`src/rtl/argmax_classifier.sv`:
```
// Streaming argmax over Beats beats of Lanes scores; reports the winning class behind valid/ready.
// Optional ARGMAX_SCORE_EN adds an out_score port carrying the winning score.
module argmax_classifier #(
    parameter  int BitSize = 8,
    parameter  int Lanes   = 2,
    parameter  int Beats   = 4,
    parameter  int Signed  = 1,
    localparam int ClassW  = (Lanes * Beats > 1) ? $clog2(Lanes * Beats) : 1,
    localparam int BeatW   = (Beats > 1) ? $clog2(Beats) : 1,
    localparam int LaneW   = (Lanes > 1) ? $clog2(Lanes) : 1
) (
    input  logic                            clk,
    input  logic                            res_n,
    input  logic                            in_valid,
    input  logic [Lanes-1:0][BitSize-1:0]   in_data,
    input  logic                            in_done,
    input  logic                            out_ready,
    output logic                            out_valid,
    output logic [ClassW-1:0]               out_class,
    output logic                            out_err
`ifdef ARGMAX_SCORE_EN
    ,
    output logic [BitSize-1:0]              out_score
`endif
);

    logic [BeatW-1:0]   r_beat_cnt;
    logic [BitSize-1:0] r_run_max;
    logic [ClassW-1:0]  r_run_idx;
    logic               r_valid;
    logic [ClassW-1:0]  r_class;
    logic               r_err;

    logic [BitSize-1:0] w_best_val;
    logic [LaneW-1:0]   w_best_lane;
    logic [ClassW-1:0]  w_cand_idx;
    logic               w_take;
    logic [BitSize-1:0] w_win_val;
    logic [ClassW-1:0]  w_win_idx;
    logic               w_last;
    logic               w_commit;

    // Strict greater-than: ties always keep the earlier (lower) class index.
    function automatic logic gt(input logic [BitSize-1:0] a, input logic [BitSize-1:0] b);
        if (Signed != 0) return $signed(a) > $signed(b);
        else             return a > b;
    endfunction

    always_comb begin
        w_best_val  = in_data[0];
        w_best_lane = '0;
        for (int l = 1; l < Lanes; l++) begin
            if (gt(in_data[l], w_best_val)) begin
                w_best_val  = in_data[l];
                w_best_lane = LaneW'(l);
            end
        end
    end

    assign w_cand_idx = ClassW'(int'(r_beat_cnt) * Lanes + int'(w_best_lane));
    assign w_take     = (r_beat_cnt == '0) || gt(w_best_val, r_run_max);
    assign w_win_val  = w_take ? w_best_val : r_run_max;
    assign w_win_idx  = w_take ? w_cand_idx : r_run_idx;
    assign w_last     = (r_beat_cnt == BeatW'(Beats - 1));
    assign w_commit   = in_valid && w_last;

    always_ff @(posedge clk) begin
        if (!res_n) begin
            r_beat_cnt <= '0;
            r_run_max  <= '0;
            r_run_idx  <= '0;
            r_valid    <= 1'b0;
            r_class    <= '0;
            r_err      <= 1'b0;
        end else begin
            if (in_valid) begin
                r_run_max  <= w_win_val;
                r_run_idx  <= w_win_idx;
                r_beat_cnt <= w_last ? '0 : r_beat_cnt + 1'b1;
            end
            // A done marker in the middle of a frame drops the partial image.
            if (in_done) begin
                r_beat_cnt <= '0;
                if (r_beat_cnt != '0 && !w_commit) r_err <= 1'b1;
            end
            if (w_commit) begin
                r_valid <= 1'b1;
                r_class <= w_win_idx;
                if (r_valid && !out_ready) r_err <= 1'b1;
            end else if (r_valid && out_ready) begin
                r_valid <= 1'b0;
            end
        end
    end

    assign out_valid = r_valid;
    assign out_class = r_class;
    assign out_err   = r_err;

`ifdef ARGMAX_SCORE_EN
    logic [BitSize-1:0] r_score;

    always_ff @(posedge clk) begin
        if (!res_n)        r_score <= '0;
        else if (w_commit) r_score <= w_win_val;
    end

    assign out_score = r_score;
`endif

endmodule

```
`config.mk`:
```
export PLATFORM = sky130hd
export DESIGN_NAME = argmax_classifier
export DESIGN_NICKNAME = d
export VERILOG_FILES = /design/src/rtl/argmax_classifier.sv
export SDC_FILE = /design/constraint.sdc
export NUM_CORES = 1
export LEC_CHECK = 0
export CAP_MARGIN = 20
export CORE_AREA = 2 2 69 71
export DETAILED_ROUTE_END_ITERATION = 10
export DIE_AREA = 0 0 71 73
export MAX_ROUTING_LAYER = met4
export SLEW_MARGIN = 20
export SYNTH_ARGS = -nofsm -noshare
export SYNTH_HDL_FRONTEND = slang
export SYNTH_SLANG_ARGS = --single-unit
```
`constraint.sdc`:
```
create_clock -name clk -period 4.2 [get_ports clk]
set_input_delay 0.84 -clock clk [delete_from_list [all_inputs] [get_ports clk]]
set_output_delay 0.84 -clock clk [all_outputs]
set_load 0.01 [all_outputs]
```
==> metrics.cfg <==
[power]
leakagePower_nw=0.865
peakVddDrop_mv=0.0930
p_per_area_nw_per_um2=267

[clocking]
clk_pin_slew_worst_paths_ns=0.08
cts_buffers=3
clockBufferDepth=2
htreeDepth=1
clk_latency_ns=0.27
clockRootBuffer=clkbuf_8
cts_tree=yes
clock_sinks=18

[yosys]
seq_area_frac_synth_pct=28.0
synth_edf_count=0
synth-async-reset-ratio_pct=0
syn-num-nets=197
ys_seq_elements=18
synth_warnings=0
syn_inst=158
synth_ff_type=dfxtp_1
synth_top_area_share_pct=28.0
syn_area_sq_um=1290
synth_cell_types=34
synthTopCellsByArea=dfxtp_1 (28%), ha_1 (18%), o21ai_0 (7.8%), inv_1 (6.4%), a31oi_1 (3.9%)
syn_area_per_cell_sq_um=8.14
synth_area_leader_cell=dfxtp_1

[die]
die_h_microns=73
dieArea_sq_um=5180
die_x_microns=71
io_pins=26
core_area_sq_um=4540
row_count=25
initial_core_util_pct=28.4

[finish]
design_area_sq_um=1970
fin_nets=258
antenna_cells=0
drive_gt1_share_pct=23.9
fin_util_pct=43.4
most-common-layout-cells=buf_4 (36), clkdlybuf4s50_1 (25), inv_1 (22), ha_1 (18), dfxtp_1 (18)
area_delta_synth_final_pct=53.2
final_common_cell=buf_4

[critical_path]
path_buf_inv=3
reg2reg_from=r_beat_cnt[0]$_SDFFE_PP0P_
worst_path_most_repeated_cell=ha_1
worstPathArrival_ns=4.24
cp_data_required_time_ns=4.34
r2r_cells=8
critPathMaxFanout=9
rrSetupSlack_ns=2.09
cp_top_family=compound AO/OA/AOI/OAI gates
cp_slowest_stage_delay_ns=0.48
endpoint_kind=flop
path_depth=15
cpMaxStageDelayCell=clkdlybuf4s50_1
rr_endpoint=out_class[1]$_SDFFE_PN0P_
start_kind=input port
path_class=input port to flop
cp_cell_sequence=clkdlybuf4s50_1 -> inv_1 -> ha_1 -> a21o_1 -> a2111oi_4 -> nor3_4 -> o21ai_1 -> nand2_1 -> ha_1 -> nand4_1 -> o32a_1 -> o221a_4 -> buf_4 -> o21ai_0 -> a31oi_1

[min_path]
hold_start=out_err$_SDFF_PN0_
hold_path_class=flop to flop
min_to=out_err$_SDFF_PN0_
hold_depth=1

[global_routing]
grt_pass1_wl_mm=5.26
grt_start_max_net_pins=18
first_global_vias=1274
antenna_found_initial=0
gr-total-overflow=0
grt_use_total_pct=13.2

[timing]
timing.hold.ws_ns=0.470
clock_skew_ns=0.00541
relSlewSlack_pct=62.2
hold_violations=0
timing.final.crit_share_pct=97.5
setup_viol=0
fmax_ghz=0.244
slew_violations=0
worst_slack_ns=0.104
period_needed_ns=4.10
worst_pin_slew_ns=0.565

[run_status]
status=finished clean

[place]
gp_congestion=0.778
dp_hpwl_mm=2.45
preCtsSetupSlack_ns=-0.321
placedInstanceArea_sq_um=1830
io_buffers=25

[route]
drt-wirelength-per-cell_microns=11.8
ant_nets=0
routed_wl_mm=3.20
dr.pass1.iters=4
dr_total_vias=1283
drt_iter0_drc=40
viasPerCell=4.72
drc=0

[run]
cap_violations=0

[state kept, by name, indices dropped and copies added, names as in the netlist]
name and flops:
r_beat_cnt 2, r_run_max 8, out_err 1, out_class 3
out_valid 1, r_run_idx 3
[cells in the mapped netlist (2+ instances only)]
| cell | n |
|---|---|
| ha_1 | 18 |
| o21ai_1 | 2 |
| clkbuf_1 | 2 |
| nor2_1 | 3 |
| a21o_1 | 2 |
| and2_1 | 2 |
| a21oi_1 | 8 |
| nand2_1 | 10 |
| nand4_1 | 3 |
| a211oi_1 | 2 |
| nand2b_1 | 3 |
| dfxtp_1 | 18 |
| nor3_1 | 2 |
| nor2b_1 | 4 |
| inv_1 | 22 |
| o21ai_0 | 20 |
| a31oi_1 | 8 |
| a21boi_0 | 2 |
| nand3_1 | 8 |
| mux2i_1 | 5 |
[cell families after synthesis]
| kind of cell | share of synthesized area [%] |
|---|---|
| AO/OA/AOI/OAI | 25.4 |
| multiplexers | 3.89 |
| AND/OR/NAND/NOR | 15.8 |
| buffers and inverters | 9.44 |
| flip-flops | 28.0 |
| adder cells (fa/ha/maj) | 17.5 |
[timing repair]
| item | 4_1_cts | 5_1_grt |
|---|---|---|
| pin swaps | 0 | 5 |
| resized for setup | 1 | 19 |
| setup endpoints to repair | 10 | 14 |
| setup buffers | 0 | 1 |
| hold buffers | 0 | 0 |
| gates cloned | 0 | 0 |
[area by class of cell]
| cell class | count | area [sq um] |
|---|---|---|
| timing repair buffer | 61 | 520 |
| sequential | 18 | 360 |
| clock buffer | 4 | 55.1 |
| inverter | 22 | 82.6 |
| tap | 54 | 67.6 |
| multi-input combinational | 113 | 885 |
| fill | 464 | 2560 |
[worst max path at each step]
| stage | from | to | slack [ns] |
|---|---|---|---|
| floorplan | in_data[5] | r_run_max[3]$_SDFFE_PN0P_ | 0.46 |
| finish | in_data[5] | r_run_max[0]$_SDFFE_PN0P_ | 0.10 |
| CTS | in_data[5] | out_class[1]$_SDFFE_PN0P_ | 0.01 |
| detailed placement | in_data[5] | r_run_idx[2]$_SDFFE_PN0P_ | -0.32 |
| global placement | in_data[5] | r_run_idx[2]$_SDFFE_PN0P_ | -0.31 |
| global route | in_data[5] | out_class[2]$_SDFFE_PN0P_ | -0.06 |
[routing by layer]
metal  share of wire (%)  global-route usage [%]  vias to the layer above
met5                   0                       -                        -
met4                 1.2                    4.40                        0
met3                 3.5                    3.59                        5
met2                  49                    23.7                       15
met1                  46                    14.0                      576
li1                    -                       -                      687
[power by group]
part / internal, mW / leakage, nW / switching (mW)
logic: 0.0997 / 0.689 / 0.0895
registers: 0.181 / 0.148 / 0.00553
clock network: 0.0836 / 0.0288 / 0.0663
total: 0.364 / 0.865 / 0.161
[metrics by stage]
| stage | TNS [ns] | total power [mW] | std cells |
|---|---|---|---|
| 2_1_floorplan | 0 | 0.285 | 158 |
| 3_3_place_gp | -3.73 | 0.360 | 267 |
| 3_5_place_dp | -3.88 | 0.362 | 267 |
| 4_1_cts | 0 | 0.517 | 271 |
| 5_1_grt | -0.262 | 0.562 | 272 |
| 6_report | 0 | 0.526 | 272 |
No activity file was read; power rests on OpenSTA's default activity.
==> RTL edit 1, RTL diff (config.mk and constraints unchanged) <==
Change the parameter `Signed` from 1 to 0.
--- a/src/rtl/argmax_classifier.sv
+++ b/src/rtl/argmax_classifier.sv
@@ -5,5 +5,5 @@
     parameter  int Lanes   = 2,
     parameter  int Beats   = 4,
-    parameter  int Signed  = 1,
+    parameter  int Signed  = 0,
     localparam int ClassW  = (Lanes * Beats > 1) ? $clog2(Lanes * Beats) : 1,
     localparam int BeatW   = (Beats > 1) ? $clog2(Beats) : 1,
Behaviour: not the same (Yosys sat finds a counterexample within 10 cycles, from zero or initial values).
==> RTL edit 1 against the unedited design <==
Worst setup slack better by 0.093 ns; clock power decreased by 19%; cell count shrank 15%; routed wire length fell by 19%; critical path type unchanged; global-route usage shrank 2.2 points; sequential cell count unchanged; maximum frequency rose by 2.3%; area after synthesis down 0.68%; design area fell by 12%; non-clock buffer count down 24; count of clock-buffer cells in the layout down 1; largest power group is now sequential cells; power down 14%.
==> RTL edit 1: results (changes against the unedited design) <==
{
  "timing": {
    "clock_skew": {"value": 0.00360, "unit": "ns", "change": "-0.00181 ns"},
    "worst-slew-pin-transition": {"value": 0.645, "unit": "ns", "change": "+0.0808 ns"}
  },
  "route": {
    "route.detailed.wl_per_inst": {"value": 11.2, "unit": "um", "change": "-5.0%"},
    "drt_iter0_drc": {"value": 55, "change": "+38%"},
    "drt-vias-per-instance": {"value": 4.74, "change": "+0.40%"}
  },
  "synth": {
    "synth-compound-area-share": {"value": 0.235, "change": "-0.0188"},
    "yosysSeqAreaShare": {"value": 0.282, "change": "+0.00192"},
    "post_synth_most_frequent_cells": "sky130_fd_sc_hd__inv_1 (19), sky130_fd_sc_hd__dfxtp_1 (18), sky130_fd_sc_hd__ha_1 (18)",
    "adder_cell_fraction_of_synth_area": {"value": 0.176, "change": "+0.00120"},
    "yosys_most_used_dff": "sky130_fd_sc_hd__dfxtp_1",
    "netlist-cell-type-count": {"value": 33, "change": "-2.9%"},
    "synthTopCellsByArea": "sky130_fd_sc_hd__dfxtp_1 (28%), sky130_fd_sc_hd__ha_1 (18%), sky130_fd_sc_hd__mux2_2 (6.2%)",
    "syn_nets": {"value": 181, "change": "-8.1%"},
    "synthMuxAreaShare": {"value": 0.0930, "change": "+0.0541"}
  },
  "global_routing": {
    "grt_pass1_wl": {"value": 4450, "unit": "um", "change": "-15%"},
    "grt_start_max_net_pins": {"value": 19, "change": "+1"},
    "grt_use_total": {"value": 0.109, "change": "-0.0223"},
    "via_count_of_the_first_global_routing_pass": {"value": 1051, "change": "-18%"}
  },
  "outcome": {
    "outcome": "finished, final reports clean"
  },
  "setup_path": {
    "worst-path-max-fanout": {"value": 8, "change": "-1"},
    "crit_start": "in_data[1]",
    "rr_startpoint": "r_run_max[1]$_SDFFE_PN0P_",
    "worst-endpoint-arrival": {"value": 4.16, "unit": "ns", "change": "-0.08 ns"}
  },
  "cts": {
    "ctsHoldBuffers": {"value": 0, "change": "unchanged"},
    "clock_insertion_delay_worst_skew": {"value": 0.25, "unit": "ns", "change": "-0.02 ns"},
    "worst_setup_hold_path_clk_slew_ns": 0.07
  },
  "pwr": {
    "power.static_leakage": {"value": 0.790, "unit": "nW", "change": "-8.7%"},
    "power.ir.vdd_worst": {"value": 88.4, "unit": "uV", "change": "-4.9%"}
  },
  "placed_design": {
    "globalplace.congestion": {"value": 0.783, "change": "+0.64%"},
    "dpl.hpwl": {"value": 2040, "unit": "um", "change": "-17%"}
  },
  "cells_and_area": {
    "final_layout_size_suffix_gt1_frac": {"value": 0.175, "change": "-0.0634"},
    "final_net_count": {"value": 218, "change": "-16%"},
    "fillerInstances": {"value": 450, "change": "-3.0%"}
  },
  "worst_hold_path": {
    "timing.hold.worst.start": "r_run_idx[2]$_SDFFE_PN0P_"
  }
}
## RTL edit 1: worst reg2reg max path: stages (launching register included)
cell                       delay, ns
sky130_fd_sc_hd__dfxtp_1        0.34
sky130_fd_sc_hd__inv_1          0.05
sky130_fd_sc_hd__ha_1           0.29
sky130_fd_sc_hd__nor2b_1        0.13
sky130_fd_sc_hd__o211ai_1       0.16
sky130_fd_sc_hd__a21o_1         0.17
sky130_fd_sc_hd__a31oi_4        0.12
sky130_fd_sc_hd__buf_6          0.17
sky130_fd_sc_hd__nor4b_2        0.15
sky130_fd_sc_hd__a31o_2         0.21
## RTL edit 1: metal layers
metal  up-vias  part of all wire  track usage
met5         -                 0            -
met3         5             0.014       0.0166
li1        584                 -            -
met1       498              0.48        0.127
met2         7              0.49        0.189
met4         0             0.017       0.0440
## RTL edit 1: what timing repair did
item | 4_1_cts | 5_1_grt
gates resized for setup | 0 | 5
endpoints found under the setup margin | 0 | 10
hold endpoints to repair | 0 | 0
## RTL edit 1: logic make-up after synthesis
| family | after synthesis |
|---|---|
| AOI/OAI and AO/OA | 36 |
| and+or+nand+nor | 35 |
| buffers and inverters | 24 |
| DFF | 18 |
| adders and majority gates | 18 |
| muxes | 11 |
## RTL edit 1: worst paths after layout
path,end,slack [ns],depth (start not counted)
setup / recovery,r_run_idx[0]$_SDFFE_PN0P_,0.20,16
hold / removal,r_run_idx[2]$_SDFFE_PN0P_,0.47,2
setup reg to reg,r_run_idx[0]$_SDFFE_PN0P_,2.32,9
hold reg to reg,r_run_idx[2]$_SDFFE_PN0P_,0.47,2
## RTL edit 1: final cells by class
| cell class | count | share of cell area |
|---|---|---|
| Multi-Input combinational cell | 100 | 0.485 |
| Sequential cell | 18 | 0.209 |
| Timing Repair Buffer | 37 | 0.202 |
| Inverter | 19 | 0.0413 |
| Tap cell | 54 | 0.0392 |
| Clock buffer | 3 | 0.0239 |
## RTL edit 1: through the flow
stage,setup WS [ns],power [mW],cell area [um^2],std cells
global route,0.00283,0.479,1730,231
detailed placement,-0.152,0.330,1670,228
finish,0.197,0.450,1730,231
CTS,0.112,0.454,1710,231
global placement,-0.120,0.330,1670,228
floorplan,0.474,0.276,1280,142
## RTL edit 1: where the power goes
group | switching, mW | internal [mW] | leakage, nW | total (mW)
logic | 0.0617 | 0.0804 | 0.621 | 0.142
registers | 0.00498 | 0.180 | 0.147 | 0.185
clock network | 0.0586 | 0.0638 | 0.0216 | 0.122
total | 0.125 | 0.324 | 0.790 | 0.450
==> RTL edit 2, RTL diff (same settings) <==
Without the edit above. Register the output `out_err` once more; this adds one clock of latency there. The other outputs are not delayed to match.
--- a/src/rtl/argmax_classifier.sv
+++ b/src/rtl/argmax_classifier.sv
@@ -96,5 +96,7 @@
     assign out_valid = r_valid;
     assign out_class = r_class;
-    assign out_err   = r_err;
+    always_ff @(posedge clk) begin
+        out_err <= r_err;
+    end
 
 `ifdef ARGMAX_SCORE_EN
Check against the original RTL: not equivalent (a bounded check fails within 4 cycles, from zero or initial values).
==> RTL edit 2 against the unedited design <==
Worst setup slack got worse by 0.00066 ns; routed wire length rose by 5.8%; area after synthesis rose by 1.6%; via count rose by 5.4%; sequential power rose by 5%; sequential cell count rose by 1; clock skew barely moved; register-to-register slack improved by 0.05 ns; design area rose by 5.4%; power rose by 1.9%.
==> RTL edit 2: results (changes against the unedited design) <==
{
  "cells_and_area": {
    "final_layout_size_suffix_gt1_frac": {"value": 0.276, "change": "+0.0375"},
    "final_net_count": {"value": 261, "change": "+1.2%"},
    "fillerInstances": {"value": 445, "change": "-4.1%"}
  },
  "synth": {
    "post_synth_most_frequent_cells": "sky130_fd_sc_hd__inv_1 (22), sky130_fd_sc_hd__o21ai_0 (20), sky130_fd_sc_hd__dfxtp_1 (19)",
    "yosysSeqAreaShare": {"value": 0.291, "change": "+0.0110"},
    "synthTopCellsByArea": "sky130_fd_sc_hd__dfxtp_1 (29%), sky130_fd_sc_hd__ha_1 (17%), sky130_fd_sc_hd__o21ai_0 (7.7%)",
    "syn_nets": {"value": 198, "change": "+0.51%"}
  },
  "timing": {
    "worst-slew-pin-transition": {"value": 0.591, "unit": "ns", "change": "+0.0260 ns"},
    "timing.final.hold_violations": {"value": 0, "change": "unchanged"},
    "clock_skew": {"value": 0.00514, "unit": "ns", "change": "-0.000272 ns"}
  },
  "global_routing": {
    "grt_pass1_wl": {"value": 5500, "unit": "um", "change": "+4.6%"},
    "grt_start_max_net_pins": {"value": 18, "change": "unchanged"},
    "grt_use_total": {"value": 0.134, "change": "+0.00254"},
    "via_count_of_the_first_global_routing_pass": {"value": 1317, "change": "+3.4%"}
  },
  "placed_design": {
    "globalplace.congestion": {"value": 0.785, "change": "+0.87%"},
    "dpl.hpwl": {"value": 2390, "unit": "um", "change": "-2.6%"}
  },
  "cts": {
    "largest_buffer_count_on_any_clock_path": {"value": 2, "change": "unchanged"},
    "root_buffer": "sky130_fd_sc_hd__clkbuf_8",
    "worst_setup_hold_path_clk_slew_ns": 0.07,
    "cts_num_sinks": {"value": 19, "change": "+1"}
  },
  "route": {
    "detailroute.via_count": {"value": 1352, "change": "+5.4%"},
    "drt_wl_total": {"value": 3390, "unit": "um", "change": "+5.8%"},
    "drt_iter0_drc": {"value": 33, "change": "-18%"}
  },
  "setup_path": {
    "worst-endpoint-arrival": {"value": 4.22, "unit": "ns", "change": "-0.02 ns"},
    "worst_path_largest_cell_delay": {"value": 0.48, "unit": "ns", "change": "about the same"},
    "worst-path-max-fanout": {"value": 9, "change": "unchanged"}
  },
  "pwr": {
    "power.static_leakage": {"value": 0.884, "unit": "nW", "change": "+2.2%"},
    "power.ir.vdd_worst": {"value": 164, "unit": "uV", "change": "+77%"},
    "intPower": {"value": 0.368, "unit": "mW", "change": "+1.1%"}
  },
  "outcome": {
    "outcome": "finished, final reports clean"
  },
  "worst_hold_path": {
    "hp-class": "reg2reg"
  }
}
RTL edit 2: worst paths after layout:
path	startpoint	endpoint	slack [ns]	cells after the start
hold / removal	r_err$_SDFF_PN0_	out_err$_DFF_P_	0.36	0
hold reg to reg	r_err$_SDFF_PN0_	out_err$_DFF_P_	0.36	0
setup reg to reg	r_beat_cnt[0]$_SDFFE_PP0P_	out_class[1]$_SDFFE_PN0P_	2.14	8
setup / recovery	in_data[6]	r_run_max[0]$_SDFFE_PN0P_	0.10	17
RTL edit 2: what timing repair did:
| item | 4_1_cts | 5_1_grt |
|---|---|---|
| endpoints found under the setup margin | 13 | 14 |
| cloned | 0 | 1 |
| setup buffers | 0 | 5 |
| pin swaps | 0 | 10 |
| resized for setup | 1 | 36 |
RTL edit 2: kinds of logic after synthesis:
family,after synthesis,share of synthesized area
AOI/OAI and AO/OA,52,0.250
DFF,19,0.291
adders and majority gates,18,0.172
buffers and inverters,27,0.0929
and+or+nand+nor,38,0.155
muxes,5,0.0383
RTL edit 2: stage by stage:
step	cells	instance area, um^2	setup slack (ns)
after CTS	269	1880	0.0285
after detailed placement	265	1830	-0.361
after floorplan	159	1310	0.462
final	275	2080	0.104
after global placement	265	1830	-0.317
after global routing	275	2080	-0.0894
RTL edit 2: area by class of cell:
type	count	area (um^2)	area share
tap	54	67.6	0.0325
inverter	22	82.6	0.0398
sequential	19	380	0.183
multi-input combinational	114	966	0.465
clock buffer	4	45.0	0.0217
timing repair buffer	62	536	0.258
RTL edit 2: power groups by stage:
stage | registers [mW] | clock network [mW] | logic, mW
4_1_cts | 0.196 | 0.136 | 0.170
5_1_grt | 0.198 | 0.143 | 0.236
6_report | 0.196 | 0.129 | 0.210
3_3_place_gp | 0.200 | 0 | 0.167
3_5_place_dp | 0.200 | 0 | 0.169
2_1_floorplan | 0.199 | 0 | 0.0961
RTL edit 2: layer usage:
layer	part of all wire	GRT usage	up-vias
met4	0.0032	0.0252	0
met1	0.47	0.163	628
met5	0	-	-
met2	0.49	0.231	22
met3	0.034	0.0304	2
li1	-	-	700
